[src/rtl/bp_btb.sv]
// Direct-mapped branch target buffer with saturating direction counters and update statistics.
// Lookup is combinational; updates and flushes take effect on the next rising edge.
module bp_btb #(
  parameter int DATA_W  = 16,
  parameter int ENTRIES = 16,
  parameter int IDX_W   = 4,
  parameter int CTR_W   = 2,
  parameter int STAT_W  = 16
) (
  input  logic              CLK,
  input  logic              RST,
  input  logic [DATA_W-1:0] pc_i,
  output logic              hit_o,
  output logic              predtaken_o,
  output logic [DATA_W-1:0] predtarget_o,
  input  logic              update_i,
  input  logic [DATA_W-1:0] update_pc_i,
  input  logic              update_taken_i,
  input  logic [DATA_W-1:0] update_target_i,
  input  logic              update_mispred_i,
  input  logic              flush_i,
  output logic [STAT_W-1:0] stat_lookups_o,
  output logic [STAT_W-1:0] stat_mispred_o
);
  localparam int TAG_W = DATA_W - IDX_W;
  localparam logic [CTR_W-1:0] WNT = CTR_W'((2 ** (CTR_W - 1)) - 1);
  localparam logic [CTR_W-1:0] WT  = CTR_W'(2 ** (CTR_W - 1));
  localparam logic [CTR_W-1:0] MAX = {CTR_W{1'b1}};

  logic              valid_q [ENTRIES];
  logic [TAG_W-1:0]  tag_q   [ENTRIES];
  logic [DATA_W-1:0] tgt_q   [ENTRIES];
  logic [CTR_W-1:0]  ctr_q   [ENTRIES];
  logic [STAT_W-1:0] lookups_q, lookups_d;
  logic [STAT_W-1:0] mispred_q, mispred_d;

  logic [IDX_W-1:0]  idx, uidx;
  logic [TAG_W-1:0]  ptag, utag;
  logic              uhit, accept, wr_en;
  logic [CTR_W-1:0]  uctr, ctr_d;
  logic [DATA_W-1:0] tgt_d;

  assign idx          = pc_i[IDX_W-1:0];
  assign ptag         = pc_i[DATA_W-1:IDX_W];
  assign hit_o        = valid_q[idx] && (tag_q[idx] == ptag);
  assign predtaken_o  = hit_o && ctr_q[idx][CTR_W-1];
  assign predtarget_o = predtaken_o ? tgt_q[idx] : pc_i + DATA_W'(1);

  assign uidx   = update_pc_i[IDX_W-1:0];
  assign utag   = update_pc_i[DATA_W-1:IDX_W];
  assign uctr   = ctr_q[uidx];
  assign uhit   = valid_q[uidx] && (tag_q[uidx] == utag);
  assign accept = update_i && !flush_i;
  // A not-taken miss leaves the table alone; everything else writes the indexed entry.
  assign wr_en  = accept && (uhit || update_taken_i);

  always_comb begin
    ctr_d = WT;
    if (uhit) begin
      if (update_taken_i) ctr_d = (uctr == MAX) ? MAX : uctr + CTR_W'(1);
      else                ctr_d = (uctr == '0) ? '0 : uctr - CTR_W'(1);
    end
    tgt_d = update_taken_i ? update_target_i : tgt_q[uidx];
  end

  always_comb begin
    lookups_d = lookups_q;
    mispred_d = mispred_q;
    if (accept && lookups_q != {STAT_W{1'b1}}) lookups_d = lookups_q + STAT_W'(1);
    if (accept && update_mispred_i && mispred_q != {STAT_W{1'b1}})
      mispred_d = mispred_q + STAT_W'(1);
  end

  always_ff @(posedge CLK or posedge RST) begin
    if (RST) begin
      for (int i = 0; i < ENTRIES; i++) begin
        valid_q[i] <= 1'b0;
        tag_q[i]   <= '0;
        tgt_q[i]   <= '0;
        ctr_q[i]   <= WNT;
      end
      lookups_q <= '0;
      mispred_q <= '0;
    end else begin
      if (flush_i) begin
        for (int i = 0; i < ENTRIES; i++) valid_q[i] <= 1'b0;
      end else if (wr_en) begin
        valid_q[uidx] <= 1'b1;
        tag_q[uidx]   <= utag;
        tgt_q[uidx]   <= tgt_d;
        ctr_q[uidx]   <= ctr_d;
      end
      lookups_q <= lookups_d;
      mispred_q <= mispred_d;
    end
  end

  assign stat_lookups_o = lookups_q;
  assign stat_mispred_o = mispred_q;
endmodule

[config.mk]
export PLATFORM = sky130hd
export DESIGN_NAME = bp_btb
export DESIGN_NICKNAME = d
export VERILOG_FILES = /design/src/rtl/bp_btb.sv
export SDC_FILE = /design/constraint.sdc
export NUM_CORES = 1
export LEC_CHECK = 0
export BUFFER_PORTS_ARGS = -buffer_cell sky130_fd_sc_hd__buf_2
export CORE_ASPECT_RATIO = 0.6
export CORE_MARGIN = 2
export CORE_UTILIZATION = 55
export DETAILED_ROUTE_END_ITERATION = 8
export PLACE_DENSITY = 0.83
export SYNTH_ARGS = -nofsm -noshare
export SYNTH_HDL_FRONTEND = slang
export SYNTH_SLANG_ARGS = --single-unit
[constraint.sdc]
create_clock -name CLK -period 16.7 [get_ports CLK]
set_input_delay 0.835 -clock CLK [delete_from_list [all_inputs] [get_ports CLK]]
set_output_delay 0.835 -clock CLK [all_outputs]
set_load 0.01 [all_outputs]
## Word-level counts from Yosys, hierarchy flattened

Cells that the tools add are included.

| cells by class | value |
|---|---|
| add/sub/neg operators | 5 |
| multiply operators | 0 |
| div/mod/pow operators | 0 |
| magnitude comparators | 3 |
| equal/unequal tests | 5 |
| shift-type cells | 0 |
| muxes and demuxes | 43 |
| bitwise operators | 4 |
| reductions and logical operators | 14 |

Operators with widths:

| kind | count |
|---|---|
| 256-bit bitwise mux | 1 |
| 192-bit bitwise mux | 1 |
| 16-bit 2-to-1 mux | 9 |
| 16-bit binary-select mux with 4-bit select | 2 |
| 12-bit binary-select mux with 4-bit select | 2 |
| 16-bit demux with 4-bit select | 1 |
| 12-bit 2-to-1 mux | 5 |
| 16-bit by 1-bit adder with 16-bit output, second input constant | 3 |
| 12-bit demux with 4-bit select | 1 |
| 32-bit bitwise mux | 1 |
| 16-bit inequality test, second input constant | 2 |
| 12-bit == test | 2 |
| 2-bit 2-to-1 mux | 9 |
| 2-bit binary-select mux with 4-bit select | 2 |
| 16-bit bitwise OR | 1 |
| 5-bit greater-or-equal comparator, second input constant | 2 |
| 4-bit NOT with 5-bit output | 2 |
| 1-bit logical AND | 9 |
| 1-bit binary-select mux with 4-bit select | 2 |
| 2-bit demux with 4-bit select | 1 |
| 5-bit by 1-bit less-than comparator with 1-bit output, second input constant | 1 |
| 1-bit 2-to-1 mux | 5 |
| 1-bit demux with 4-bit select | 1 |
| 2-bit by 1-bit adder with 2-bit output, second input constant | 1 |
| other kinds (8) | 8 |

| word-level totals | value |
|---|---|
| register bits after elaboration | 528 |
| bits in latches | 0 |
| RAM bits | 0 |
| memory bits (read-only) | 0 |
| input bits | 54 |
| output and inout bits | 50 |
| logic and storage cells | 140 |
| memories | 0 |

## Logic depth before layout (Yosys ltp)

| logic depth | value |
|---|---|
| word-level depth | 10 |
| mapped depth | 14 |
| mapped depth without buffers | 9 |

## Least setup slack after synthesis

OpenSTA, ideal clock, no wires.

| timing path | value |
|---|---|
| path kind | input to output |
| start point | input pc_i[1] |
| end point | output predtarget_o[10] |
| arrival time | 4.137 ns |
| required time | 15.865 ns |
| path slack | 11.728 ns |
| cell stages on the path | 12 |
| buffers on the path | 4 |
| cells stage by stage | buf_2 > buf_1 > clkbuf_1 > mux4_2 > mux2i_1 > mux2i_1 > xor2_1 > nor4_1 > nand2_1 > nor3b_2 > buf_2 > mux2_2 |

| on the way | value |
|---|---|
| cells in the longest elaborated chain, start to end | 8 |
| elaborated cells on any way between the ends | 18 |
| those cells by class | 1 x add/sub; 1 x eq/ne; 13 x mux; 1 x bitwise; 2 x reduce/logical |

RTL lines:

| item | line | text |
|---|---|---|
| start, declared | 12 | `input logic [DATA_W-1:0] pc_i,` |
| 4-bit NOT with 5-bit output (implied by the code) (*) | 45, 46 |  |
| 12-bit binary-select mux with 4-bit select | 45 | `assign hit_o = valid_q[idx] && (tag_q[idx] == ptag);` |
| 12-bit 2-to-1 mux (implied by the code) (2 in a row) | 45 |  |
| 12-bit == test | 45 |  |
| 1-bit logical AND | 45 |  |
| 1-bit logical AND (*) | 46 | `assign predtaken_o = hit_o && ctr_q[idx][CTR_W-1];` |
| named net predtaken_o | 14 | `output logic predtaken_o,` |
| 16-bit 2-to-1 mux (*) | 47 | `assign predtarget_o = predtaken_o ? tgt_q[idx] : pc_i + DATA_W'(1);` |
| end, declared | 15 | `output logic [DATA_W-1:0] predtarget_o,` |

The timed path passes the listed nets; every way through them passes the cells marked *. The select of a mux whose other input is x is not followed.

## Worst setup path after layout

| timing path | value |
|---|---|
| start point | input update_pc_i[0] |
| end point | register tgt_q[12] in the netlist's numbering |

| on the way | value |
|---|---|
| cells in the longest elaborated chain, start to end | 9 |
| elaborated cells on any way between the ends | 22 |
| those cells by class | 2 x order compare; 1 x eq/ne; 13 x mux; 1 x bitwise; 5 x reduce/logical |

RTL lines:

| item | line | text |
|---|---|---|
| start, declared | 17 | `input logic [DATA_W-1:0] update_pc_i,` |
| 4-bit NOT with 5-bit output (implied by the code) (*) | 52, 63, 90 |  |
| 12-bit binary-select mux with 4-bit select | 52 | `assign uhit = valid_q[uidx] && (tag_q[uidx] == utag);` |
| 12-bit 2-to-1 mux (implied by the code) (2 in a row) | 52 |  |
| 12-bit == test | 52 |  |
| 1-bit logical AND | 52 |  |
| 1-bit logical OR | 55 | `assign wr_en = accept && (uhit \|\| update_taken_i);` |
| 1-bit logical AND | 55 |  |
| 2-bit AND reduction (no source line) | -- |  |
| end signal, assigned by index | 90 | `tgt_q[uidx] <= tgt_d;` |
| end, declared | 32 | `logic [DATA_W-1:0] tgt_q [ENTRIES];` |

Every way passes the cells marked *; elsewhere a longest branch is shown, timed or not. The select of a mux whose other input is x is not followed.
A chain may end at the register's enable or synchronous reset.

==> results summary <==
The worst path uses 39.3% of the clock period. The half-perimeter wire length of the detailed placement result came out at 49,000 um. The last weighted congestion value of the routability-driven placer is 0.919.

The synthesis warning total is 0. The root buffer cell is clkbuf_16. The time the final worst path needs with I/O delays and setup came out at 6560 ps. In this run the worst hold path is classified as in2async. Entering global routing, the biggest net connects 119 pins. The count of final setup violators came out at 0. The count of mapped cells out of synthesis is 1,886. The total area of multi-input combinational cells is 14,600 um2. The routed wire length is 78,200 um. Of the cells placed in the final design, the portion with a size suffix greater than 1 is 51.4%. The number of gates given a new drive strength after cts is 0. The post-synthesis compound-gate area fraction is 2.72%.

The clock latency of the later-clocked register in the worst-skew pair is 600 ps. The power density relative to cell area is 108 nW/um2. The remaining antenna violation count after routing came out at 0. The max-slew violation count was 0. The most common cell in the synthesized netlist is dfrtp_1. The number of setup buffers added after CTS is 0. The total global routing overflow is 0. Setup repair after global routing left no endpoint under its margin. The worst-case setup margin in the final layout came out at 10,140 ps. The number of clock buffers added by TritonCTS is 49. The async set-reset flop share out of synthesis came out at 100%. The post-place setup slack came out at 9480 ps. The sequential cell area fraction in the yosys report came out at 46.3%. The critical path in this run is classified as in2reg.

The number of vias per cell after detailed routing came out at 6.92. The die covers 53,800 um2. The first global-routing pass estimated 121,000 um of wire. The initial cell density of the core is 55.9%. The tool flagged a number of max-cap violations equal to 0. The all-layer global routing usage is 29.6%. TritonCTS built the clock tree. The number of antenna violations at the first check in global routing was 2. The clock transition at the registers of the reported paths came out at 70 ps.

The portion of synthesized cell area occupied by the leading cell type is 44.9%. The largest family of logic cells by synthesized area is multiplexers. Sorting the synthesized cells by area gives the leading types as dfrtp_1, mux4_2, mux2_2.

The aggregate negative setup slack came out at 0 ps. The static leakage is 14.2 nW. The routed layout has 18,300 vias. The flip-flop and latch area came out at 13,200 um2.

The simple-gate area share of the yosys netlist came out at 3.28%. The vertical extent of the die is 181 um. STA classifies the critical path endpoint as a flip-flop. By count the netlist is led by dfrtp_1, mux2_2, mux4_2, mux2i_1, buf_2. Among all flip-flop cells after synthesis, the most frequent one is dfrtp_1. The largest clock skew in the final design is 23.6 ps. In this run the deepest clock path goes through 3 buffers. Hold repair after CTS inserted 0 buffers.

The number of failing hold endpoints at the final stage came out at 0. The post-synth net total came out at 1,943. The number of nets in the finished design is 1,964. After Yosys synthesis, full adders, half adders and majority gates account for 0.166% of the synthesized area. In this run, synthesis produced a sequential element count of 528. In this run the horizontal extent of the chip is 298 um.

The wire length per cell is 29.6 um. Of the total synthesized cell area, the portion taken by XOR and XNOR cells is 2.05%. The mean cell area of the mapped netlist came out at 15.1 um2. The flow ran to the end, and the final reports show no timing, DRC or antenna violations. Pin placement for this block handled 104 I/O pins.

The total standard cell area after synthesis is 28,600 um2. The number of inserted filler cells in the final layout is 3,732. For this block, the initial DRC count from the detailed router was 1,837. The signed area change from the synthesized netlist to the final layout is 10.1%. Of all cell types, the one taking the most synthesized area is dfrtp_1. The fraction of synthesized area in multiplexers is 42.5%. VDD sags by at most 73.9 uV.

Timing would allow up to 152 MHz. The H-tree depth came out at 2. The data arrival time of the worst path is 7030 ps. The pre-antenna-repair detailed-routing pass consisted of 5 iterations. The endpoint required time on the critical path came out at 17,170 ps.

The remaining routing DRC violations came out at 0. STA classifies the critical path startpoint as an input pin. The number of rows in the core area is 64. The maximum fanout count along the critical path came out at 55. CTS saw 528 sinks. In this run the tool buffered the top-level ports with 103 buffer cells. The via count of the first global-routing pass is 19,200.

The area of the placeable core came out at 51,100 um2. The worst slew margin relative to its limit is 14.8%. The number of synthesized flops with an enable pin came out at 0. Synthesis instantiated 56 different standard cells from the library. At the pin with the least slew margin, the transition time is 1280 ps.

The worst-case reg-to-reg path depth is 9.
## worst paths after layout
check	start	end	slack (ps)
setup / recovery	update_pc_i[0]	tgt_q[12]	10140
hold / removal	RST	stat_mispred_o[3]	400
setup reg to reg	tag_q[2]	tgt_q[12]	11340
hold reg to reg	ctr_q[16]	ctr_q[16]	460
max in group asynchronous	RST	tag_q[86]	13630
min in group CLK	ctr_q[16]	ctr_q[16]	460
## worst max-delay path, stage by stage
cell and delay [ps]:
clkbuf_8 400, buf_4 840, buf_4 850, mux4_2 590, mux2i_1 220, xor2_1 190
o2111ai_1 160, a22oi_1 350, a41oi_4 490, nor3_4 1090, buf_4 500, mux2_2 390
## cells in the final DEF, fill, tap and decap left out, types with 14 or more instances in the layout
| cell | instances |
|---|---|
| inv_1 | 18 |
| nand3_1 | 21 |
| o2bb2ai_1 | 16 |
| xnor2_1 | 41 |
| xor2_1 | 26 |
| buf_4 | 41 |
| mux4_2 | 262 |
| nand2_1 | 37 |
| buf_2 | 97 |
| a21o_1 | 18 |
| mux2_2 | 470 |
| mux2i_1 | 75 |
| and3_1 | 14 |
| clkbuf_16 | 51 |
| a22oi_1 | 16 |
| mux2_1 | 17 |
| a2bb2oi_1 | 17 |
| dfstp_2 | 16 |
| dfrtp_1 | 512 |
| nor2_1 | 34 |
## cells by family after synthesis
family	after synthesis
xor gates and xnor gates	67
AOI/OAI and AO/OA	97
adders and majority gates	4
buffers and inverters	192
muxes	824
DFF	528
and+or+nand+nor	174
## flip-flops by register name, indices dropped and copies added (netlist names)
signal and count:
ctr_q 32, stat_mispred_o 16, valid_q 16, stat_lookups_o 16, tgt_q 256, tag_q 192
## cell type report
type	instances	share of cell area, %
multi-input combinational	1166	46.4
antenna	2	0.0159
tap	693	2.76
inverter	21	0.275
sequential	528	42.1
clock inverter	26	1.23
timing repair buffer	141	2.64
clock buffer	64	4.56
## report_power, final
part | total [mW] | switching [mW] | leakage, nW | internal (mW)
Clock | 1.28 | 0.530 | 0.882 | 0.747
Sequential | 1.56 | 0.125 | 7.06 | 1.43
Combinational | 0.563 | 0.260 | 6.25 | 0.302
## metal layers
metal	routed length [um]	global-route usage (%)	share of wire, %	up-vias
met3	7730	7.63	9.9	162
met4	2280	9.03	2.9	0
met1	32400	42.9	41	9884
met2	35800	44.2	46	944
met5	0	0	0	-
li1	-	-	-	7279
## metrics by stage
stage / cell area, um2 / hold WS [ps] / std cells / utilization [%] / total power [mW]
5_1_grt: 31400 / 492 / 2640 / 61.6 / 3.52
4_1_cts: 31400 / 455 / 2639 / 61.5 / 3.40
3_5_place_dp: 29600 / 452 / 2549 / 58.0 / 2.13
3_3_place_gp: 29600 / 446 / 2549 / 58.0 / 2.09
6_report: 31400 / 404 / 2641 / 61.6 / 3.40
2_1_floorplan: 28600 / 438 / 1886 / - / 1.96
(Power assumes the default switching activity.)
